$ cat config.mk
export PLATFORM = sky130hd
export DESIGN_NAME = scandoubler_rotate_port
export DESIGN_NICKNAME = d
export VERILOG_FILES = /design/src/rtl/scandoubler_rotate_port.sv
export SDC_FILE = /design/constraint.sdc
export NUM_CORES = 1
export LEC_CHECK = 0
export BUFFER_PORTS_ARGS = -buffer_cell sky130_fd_sc_hd__buf_2
export CORE_MARGIN = 2
export CORE_UTILIZATION = 30
export CTS_CLUSTER_DIAMETER = 150
export DETAILED_ROUTE_END_ITERATION = 12
export GPL_TIMING_DRIVEN = 0
export RECOVER_POWER = 50
export SKIP_CTS_REPAIR_TIMING = 1
export SYNTH_ARGS = -nofsm -noshare
export SYNTH_HDL_FRONTEND = slang
export SYNTH_SLANG_ARGS = --single-unit
$ cat constraint.sdc
create_clock -name clk_sys -period 3.42 [get_ports clk_sys]
set_input_delay 0.171 -clock clk_sys [delete_from_list [all_inputs] [get_ports clk_sys]]
set_output_delay 0.171 -clock clk_sys [all_outputs]
set_load 0.005 [all_outputs]
$ cat src/rtl/scandoubler_rotate_port.sv
// Memory-side responder for the rotating scandoubler: serves client write bursts and
// row-fetch reads, transposing addresses so each rotated output row is contiguous.
//
// state       | meaning
// ------------+------------------------------------------------------------
// IDLE        | arbitrate between write burst and read row segment
// WR_ISSUE    | single-word write held on the memory port until mem_ack
// WR_SETTLE   | two cycles for the client to register its next word/column
// RD_ISSUE    | 8-word burst read held on the memory port until mem_ack
// RD_DATA     | forward (or discard) the 8 returned words
// RD_SETTLE   | two cycles for the client X counter to settle
module scandoubler_rotate_port #(
    parameter int                HCNT_WIDTH = 10,
    parameter int                MEM_AW     = 24,
    parameter logic [MEM_AW-1:0] BASE_ADDR  = 24'h000000
) (
    input  logic                  clk_sys,
    input  logic                  reset_n,
    input  logic                  vidin_req,
    input  logic                  vidin_frame,
    input  logic [HCNT_WIDTH-1:0] vidin_row,
    input  logic [HCNT_WIDTH-1:0] vidin_col,
    input  logic [15:0]           vidin_d,
    output logic                  vidin_ack,
    input  logic                  vidout_req,
    input  logic                  vidout_frame,
    input  logic [HCNT_WIDTH-1:0] vidout_row,
    input  logic [HCNT_WIDTH-1:0] vidout_col,
    output logic [15:0]           vidout_d,
    output logic                  vidout_ack,
    output logic                  mem_req,
    output logic                  mem_we,
    output logic [MEM_AW-1:0]     mem_addr,
    output logic [15:0]           mem_d,
    input  logic                  mem_ack,
    input  logic [15:0]           mem_q,
    input  logic                  mem_valid
);

    localparam int FW = 2 * HCNT_WIDTH + 1;

    localparam logic [2:0] S_IDLE      = 3'd0;
    localparam logic [2:0] S_WR_ISSUE  = 3'd1;
    localparam logic [2:0] S_WR_SETTLE = 3'd2;
    localparam logic [2:0] S_RD_ISSUE  = 3'd3;
    localparam logic [2:0] S_RD_DATA   = 3'd4;
    localparam logic [2:0] S_RD_SETTLE = 3'd5;

    // Reads always start on an 8-word boundary of the output row.
    localparam logic [FW-1:0] RD_MASK = ~(FW'(7));

    logic [2:0]        state;
    logic              last_wr;
    logic [4:0]        word_cnt;
    logic [2:0]        beat_cnt;
    logic              settle_tmr;

    logic [FW-1:0]     wr_field;
    logic [FW-1:0]     rd_field;
    logic [MEM_AW-1:0] wr_addr;
    logic [MEM_AW-1:0] rd_addr;

    // Cornerturn: writes put the column in the high half, reads put the row there.
    assign wr_field = {vidin_frame, vidin_col, vidin_row};
    assign rd_field = {vidout_frame, vidout_row, vidout_col} & RD_MASK;
    assign wr_addr  = BASE_ADDR + MEM_AW'(wr_field);
    assign rd_addr  = BASE_ADDR + MEM_AW'(rd_field);

    always_ff @(posedge clk_sys or negedge reset_n) begin
        if (!reset_n) begin
            state      <= S_IDLE;
            last_wr    <= 1'b0;
            word_cnt   <= 5'd0;
            beat_cnt   <= 3'd0;
            settle_tmr <= 1'b0;
            vidin_ack  <= 1'b0;
            vidout_ack <= 1'b0;
            vidout_d   <= 16'd0;
            mem_req    <= 1'b0;
            mem_we     <= 1'b0;
            mem_addr   <= '0;
            mem_d      <= 16'd0;
        end else begin
            vidin_ack  <= 1'b0;
            vidout_ack <= 1'b0;
            case (state)
                S_IDLE: begin
                    if (vidin_req && (!vidout_req || !last_wr)) begin
                        state    <= S_WR_ISSUE;
                        mem_req  <= 1'b1;
                        mem_we   <= 1'b1;
                        mem_addr <= wr_addr;
                        mem_d    <= vidin_d;
                    end else if (vidout_req) begin
                        state    <= S_RD_ISSUE;
                        mem_req  <= 1'b1;
                        mem_we   <= 1'b0;
                        mem_addr <= rd_addr;
                    end
                end
                S_WR_ISSUE: begin
                    if (mem_req && mem_ack) begin
                        mem_req    <= 1'b0;
                        vidin_ack  <= 1'b1;
                        word_cnt   <= word_cnt + 5'd1;
                        settle_tmr <= 1'b1;
                        state      <= S_WR_SETTLE;
                    end
                end
                S_WR_SETTLE: begin
                    if (settle_tmr != 1'b0) begin
                        settle_tmr <= settle_tmr - 1'b1;
                    end else if (word_cnt == 5'd16 || !vidin_req) begin
                        state    <= S_IDLE;
                        word_cnt <= 5'd0;
                        last_wr  <= 1'b1;
                    end else begin
                        state    <= S_WR_ISSUE;
                        mem_req  <= 1'b1;
                        mem_we   <= 1'b1;
                        mem_addr <= wr_addr;
                        mem_d    <= vidin_d;
                    end
                end
                S_RD_ISSUE: begin
                    if (mem_req && mem_ack) begin
                        mem_req  <= 1'b0;
                        beat_cnt <= 3'd0;
                        state    <= S_RD_DATA;
                    end
                end
                S_RD_DATA: begin
                    if (mem_valid) begin
                        // Words arriving after the client dropped its request are discarded.
                        if (vidout_req) begin
                            vidout_d   <= mem_q;
                            vidout_ack <= 1'b1;
                        end
                        beat_cnt <= beat_cnt + 3'd1;
                        if (beat_cnt == 3'd7) begin
                            settle_tmr <= 1'b1;
                            state      <= S_RD_SETTLE;
                        end
                    end
                end
                S_RD_SETTLE: begin
                    if (settle_tmr != 1'b0) begin
                        settle_tmr <= settle_tmr - 1'b1;
                    end else begin
                        state   <= S_IDLE;
                        last_wr <= 1'b0;
                    end
                end
                default: state <= S_IDLE;
            endcase
        end
    end

endmodule

==> metrics.cfg, run 1 <==
[critical_path]
worstPathArrival_ns = 2.52
r2r_slack_ns = 1.39
rr_worst_depth = 7
worstSetupPathType = primary input to asynchronous set/reset pin
worstSetupEndpointType = asynchronous set/reset pin
critPathRequiredTime_ns = 3.65
cp_max_fo = 56
crit_path_start_kind = primary input

[synthesis]
synth_cell_types = 49
async_reset_ff_share_pct = 100
syn-mean-instance-area_um2 = 14.5
yosysWarnings = 0
yosys.area.top_type_share_pct = 52.6
synth_edf_count = 0
yosys_register_bits = 70
synthTopCellsByArea = dfrtp_1 (53%), mux2_4 (14%), mux2_2 (12%)
syn_area_um2 = 3330
synth_top_flop_cell = dfrtp_1
seq_area_frac_synth_pct = 52.6
yosysMostFrequentCell = dfrtp_1
synthCells = 229
synth_top_area_cell = dfrtp_1
synth_common_cells = dfrtp_1 (70), mux2_2 (36), mux2_4 (31), nand2_1 (9)

[route]
ant_nets = 0
vias = 2416
finalWirelength_mm = 7.46
drtIter0Drc = 97
drc = 0
viasPerCell = 4.64
dr.pass1.iters = 4
wl_per_cell_um = 14.3

[clock_network]
path_clk_slew_ns = 0.08
clk_path_buf_depth = 2
root_buffer = clkbuf_8
cts_sinks = 70
h-tree-depth = 3
clk_latency_ns = 0.36
cts_buffers = 9
tritoncts = built

[place]
place.detailed.hpwl_mm = 5.47
place_area_um2 = 4210
io_buffers = 133
place_congestion = 0.804

[floorplan]
die_y_um = 109
ios = 140
rows = 38
die_width_um = 109
dieArea_um2 = 12000
start_util_pct = 30.7
core_um2 = 10800

[timing]
maxSlewHeadroom_pct = 6.25
tightest_slew_ns = 1.41
max_clock_freq_mhz = 437
finalHoldViolations = 0
layout_min_cycle_time_ns = 2.29
rsz0062_at_grt = false
fin_skew_ns = 0.0133
finalSetupViolations = 0
finalMaxSlewViolations = 0
fin_setup_tns_ns = 0
period_share_pct = 66.9

[pwr]
ir_drop_v = 0.000342
power.leakage_nw = 2.19
power_density_nw_per_um2 = 880

[global_routing]
grt_use_total_pct = 12.3
grt_pass1_vias = 2341
antenna_found_initial = 0
grt_pass1_wl_mm = 11.2
grt-ovfl-total = 0
grt_start_max_net_pins = 57

[layout]
area_delta_synth_final_pct = 31.1
nets = 461
post_route_cells_drive_above_1_share_pct = 58.0
final_area_um2 = 4370
antenna-diode-count = 0

[outcome]
outcome = finished, final reports clean

[min_path]
hold_class = primary input to register
hold_depth = 2

[job]
maxCapViolations = 0

flip-flops by register name (all words and copies together) (netlist names):
name        cells
beat_cnt        3
last_wr         1
mem_addr       21
mem_d          16
mem_req         1
mem_we          1
settle_tmr      1
state           3
vidin_ack       1
vidout_ack      1
vidout_d       16
word_cnt        5
routing by layer:
metal	vias to the layer above	part of all wire (%)	track usage (%)
met5	-	0	0
met4	0	1.6	5.06
met3	14	8.5	4.03
met2	113	45	19.1
met1	1164	45	15.8
li1	1125	-	-
worst max-delay path, stage by stage:
cell           delay, ns
dlygate4sd3_1       0.52
clkbuf_1            0.62
clkbuf_2            1.16
worst paths after layout:
kind / from / to
max in group clk_sys: word_cnt[0] / mem_d[7]
min in group asynchronous: reset_n / mem_addr[20]
hold reg to reg: mem_addr[2] / mem_addr[2]
hold / removal: vidin_d[14] / mem_d[14]
setup reg to reg: word_cnt[0] / mem_d[7]
setup / recovery: reset_n / mem_addr[5]
cell usage in the layout (no fill, tap or decap), types with 4 or more instances in the layout:
| master | instances |
|---|---|
| clkbuf_8 | 10 |
| buf_6 | 6 |
| buf_2 | 114 |
| a22o_1 | 5 |
| clkbuf_1 | 20 |
| nand2_1 | 9 |
| nor2_1 | 4 |
| dfrtp_1 | 70 |
| inv_1 | 4 |
| mux2_2 | 36 |
| o21ai_0 | 6 |
| ha_1 | 4 |
| mux2_4 | 31 |
| buf_4 | 4 |
metrics by stage:
step,power (mW),hold slack [ns],worst slack [ns],util [%],std cells
6_report,3.84,0.0413,1.13,40.3,521
3_5_place_dp,3.23,0.0558,1.36,38.8,505
3_3_place_gp,3.17,0.387,1.39,38.6,504
5_1_grt,4.15,0.0240,0.656,40.3,521
2_1_floorplan,2.60,-0.125,1.65,-,231
4_1_cts,3.92,-0.329,1.35,40.7,520
final cells by class:
cell class / count / area, um^2
Inverter: 5 / 18.8
Clock buffer: 10 / 138
Buffer: 11 / 103
Timing Repair Buffer: 135 / 656
Sequential cell: 70 / 1750
Fill cell: 1058 / 6470
Multi-Input combinational cell: 145 / 1470
Tap cell: 140 / 175
Clock inverter: 5 / 60.1
cells by family after synthesis:
group | count (synthesis) | share of synthesized area [%]
adder cells (fa/ha/maj) | 4 | 1.50
AO/OA/AOI/OAI | 32 | 7.81
buffers and inverters | 16 | 3.64
AND/OR/NAND/NOR | 35 | 6.91
XOR/XNOR | 1 | 0.263
other | 1 | 0.113
multiplexers | 70 | 27.2
flip-flops | 70 | 52.6
power breakdown:
part	internal, mW	leakage [nW]	switching [mW]
registers	1.22	0.858	0.235
clock network	0.354	0.0983	0.332
logic	0.985	1.23	0.713
total	2.56	2.19	1.28
(Power assumes the default switching activity.)
==> run 2, diff against run 1 <==
Clock period 3.42 ns to 2.3 ns, I/O delays scaled along.
==> run 2 against run 1 <==
  * Cell area up 8.1%
  * Clock power rose by 47%
  * Clock-buffer cell count unchanged
  * Routed wire length grew 8.8%
  * Highest routed layer unchanged
==> metrics.cfg, run 2 (synthesis gave the netlist of run 1 again) <==
[critical_path]
worstSetupEndpointType = register
cp_max_fo = 10
r2r_slack_ns = 0.28
worstPathArrival_ns = 2.26
slowest_stage = dfrtp_1
crit_path_start_kind = register
critPathRequiredTime_ns = 2.53
critPathMaxStageDelay_ns = 0.39
worstSetupPathType = register to register
crit_chain = inv_1, ha_1, and4bb_2, o2bb2ai_2, nand2_2, buf_6, mux2_4

[route]
vias = 2542
wl_per_cell_um = 14.6
ant_nets = 0
viasPerCell = 4.57
drc = 0
drtIter0Drc = 103
finalWirelength_mm = 8.11
dr.pass1.iters = 4

[layout]
layout_common_cells = buf_2 (114), dfrtp_1 (70), mux2_2 (36), dlygate4sd3_1 (36), mux2_4 (31)
reg_top3 = mem_addr: 21 flops, mem_d: 16 flops, vidout_d: 16 flops
area_delta_synth_final_pct = 41.7
post_route_cells_drive_above_1_share_pct = 53.1
top_register = mem_addr
multiInputGateArea_um2 = 1470
antenna-diode-count = 0
fin_cells = 556
final_area_um2 = 4720
final_common_cell = buf_2
largest_reg_flops = 21
fillers = 1015
seqCellArea_um2 = 1750
nets = 496

[pwr]
total_power_mw = 5.78
power_density_nw_per_um2 = 1220
internal_power_mw = 3.85
power.share.sequential_pct = 37.7
switchingPower_mw = 1.92
power.leakage_nw = 2.34
ir_drop_v = 0.000509
switching_share_pct = 33.3
p_comb_share_pct = 44.8
clockPowerShare_pct = 17.5

[floorplan]
ios = 140
die_width_um = 109
die_y_um = 109
core_um2 = 10800
rows = 38
start_util_pct = 30.7
dieArea_um2 = 12000

[timing]
tightest_slew_ns = 0.823
rsz0062_at_grt = false
finalSetupViolations = 0
fin_skew_ns = 0.0136
finalMaxSlewViolations = 0
period_share_pct = 88.0
fin_setup_tns_ns = 0
finalHoldViolations = 0
maxSlewHeadroom_pct = 45.1
layout_min_cycle_time_ns = 2.02
max_clock_freq_mhz = 494

[global_routing]
grt_use_total_pct = 12.3
grt-ovfl-total = 0
grt_pass1_wl_mm = 11.2
grt_pass1_vias = 2341
grt_start_max_net_pins = 57
antenna_found_initial = 0

[place]
io_buffers = 133
place_area_um2 = 4210
placed_cells = 505
place.detailed.hpwl_mm = 5.47
place_congestion = 0.804

[clock_network]
root_buffer = clkbuf_8
cts_sinks = 70
clk_latency_ns = 0.36
cts_buffers = 9
path_clk_slew_ns = 0.07
clk_path_buf_depth = 2
h-tree-depth = 3
tritoncts = built

[job]
maxCapViolations = 0

[outcome]
outcome = finished, final reports clean

[min_path]
hold_class = primary input to register

==> run 2: cell types whose count changed in the layout (fill, tap and decap cells not counted), sizes merged <==
cell	change
dlygate4sd3	+35
==> run 2: final timing paths <==
kind,from,end,depth (start not counted)
min in group asynchronous,reset_n,mem_addr[20],2
max in group asynchronous,reset_n,mem_addr[5],3
min reg2reg,mem_addr[2],mem_addr[2],1
min,mem_ack,mem_req,4
max reg2reg,word_cnt[0],mem_d[8],7
max,word_cnt[0],mem_d[8],7
==> run 2: cell type report <==
cell class                      count  area share (%)
Clock buffer                       10            2.92
Timing Repair Buffer              170            21.4
Buffer                             11            2.17
Clock inverter                      5            1.27
Tap cell                          140            3.71
Multi-Input combinational cell    145            31.0
Sequential cell                    70            37.1
Inverter                            5           0.398
==> run 2: power groups by stage <==
| stage | combinational (mW) | sequential (mW) | clock, mW |
|---|---|---|---|
| final | 2.59 | 2.18 | 1.01 |
| after global routing | 2.86 | 2.26 | 1.11 |
| after floorplan | 1.66 | 2.21 | 0 |
| after detailed placement | 2.62 | 2.18 | 0 |
| after CTS | 2.62 | 2.17 | 1.04 |
| after global placement | 2.56 | 2.16 | 0 |
==> run 2: metal layers <==
| metal | routed length [um] | share of wire [%] | GRT usage [%] |
|---|---|---|---|
| met5 | 0 | 0 | 0 |
| met4 | 117 | 1.4 | 5.06 |
| met3 | 541 | 6.7 | 4.03 |
| met2 | 3930 | 48 | 19.1 |
| met1 | 3520 | 43 | 15.8 |
==> run 2: critical path: cells and delay by family (launching register included) <==
family,cells,cell delay (ns)
simple gates,2,0.47
flops,1,0.39
mux,1,0.30
compound gates,1,0.28
buf+inv,2,0.27
fa+ha+maj,1,0.19
==> run 2: stage by stage <==
stage	hold WS [ns]	util (%)	worst slack (ns)
CTS	-0.385	40.7	0.234
global placement	0.331	38.6	0.270
global route	0.0687	43.5	0.173
floorplan	-0.181	-	0.525
finish	0.0493	43.5	0.276
detailed placement	-0.000196	38.8	0.241
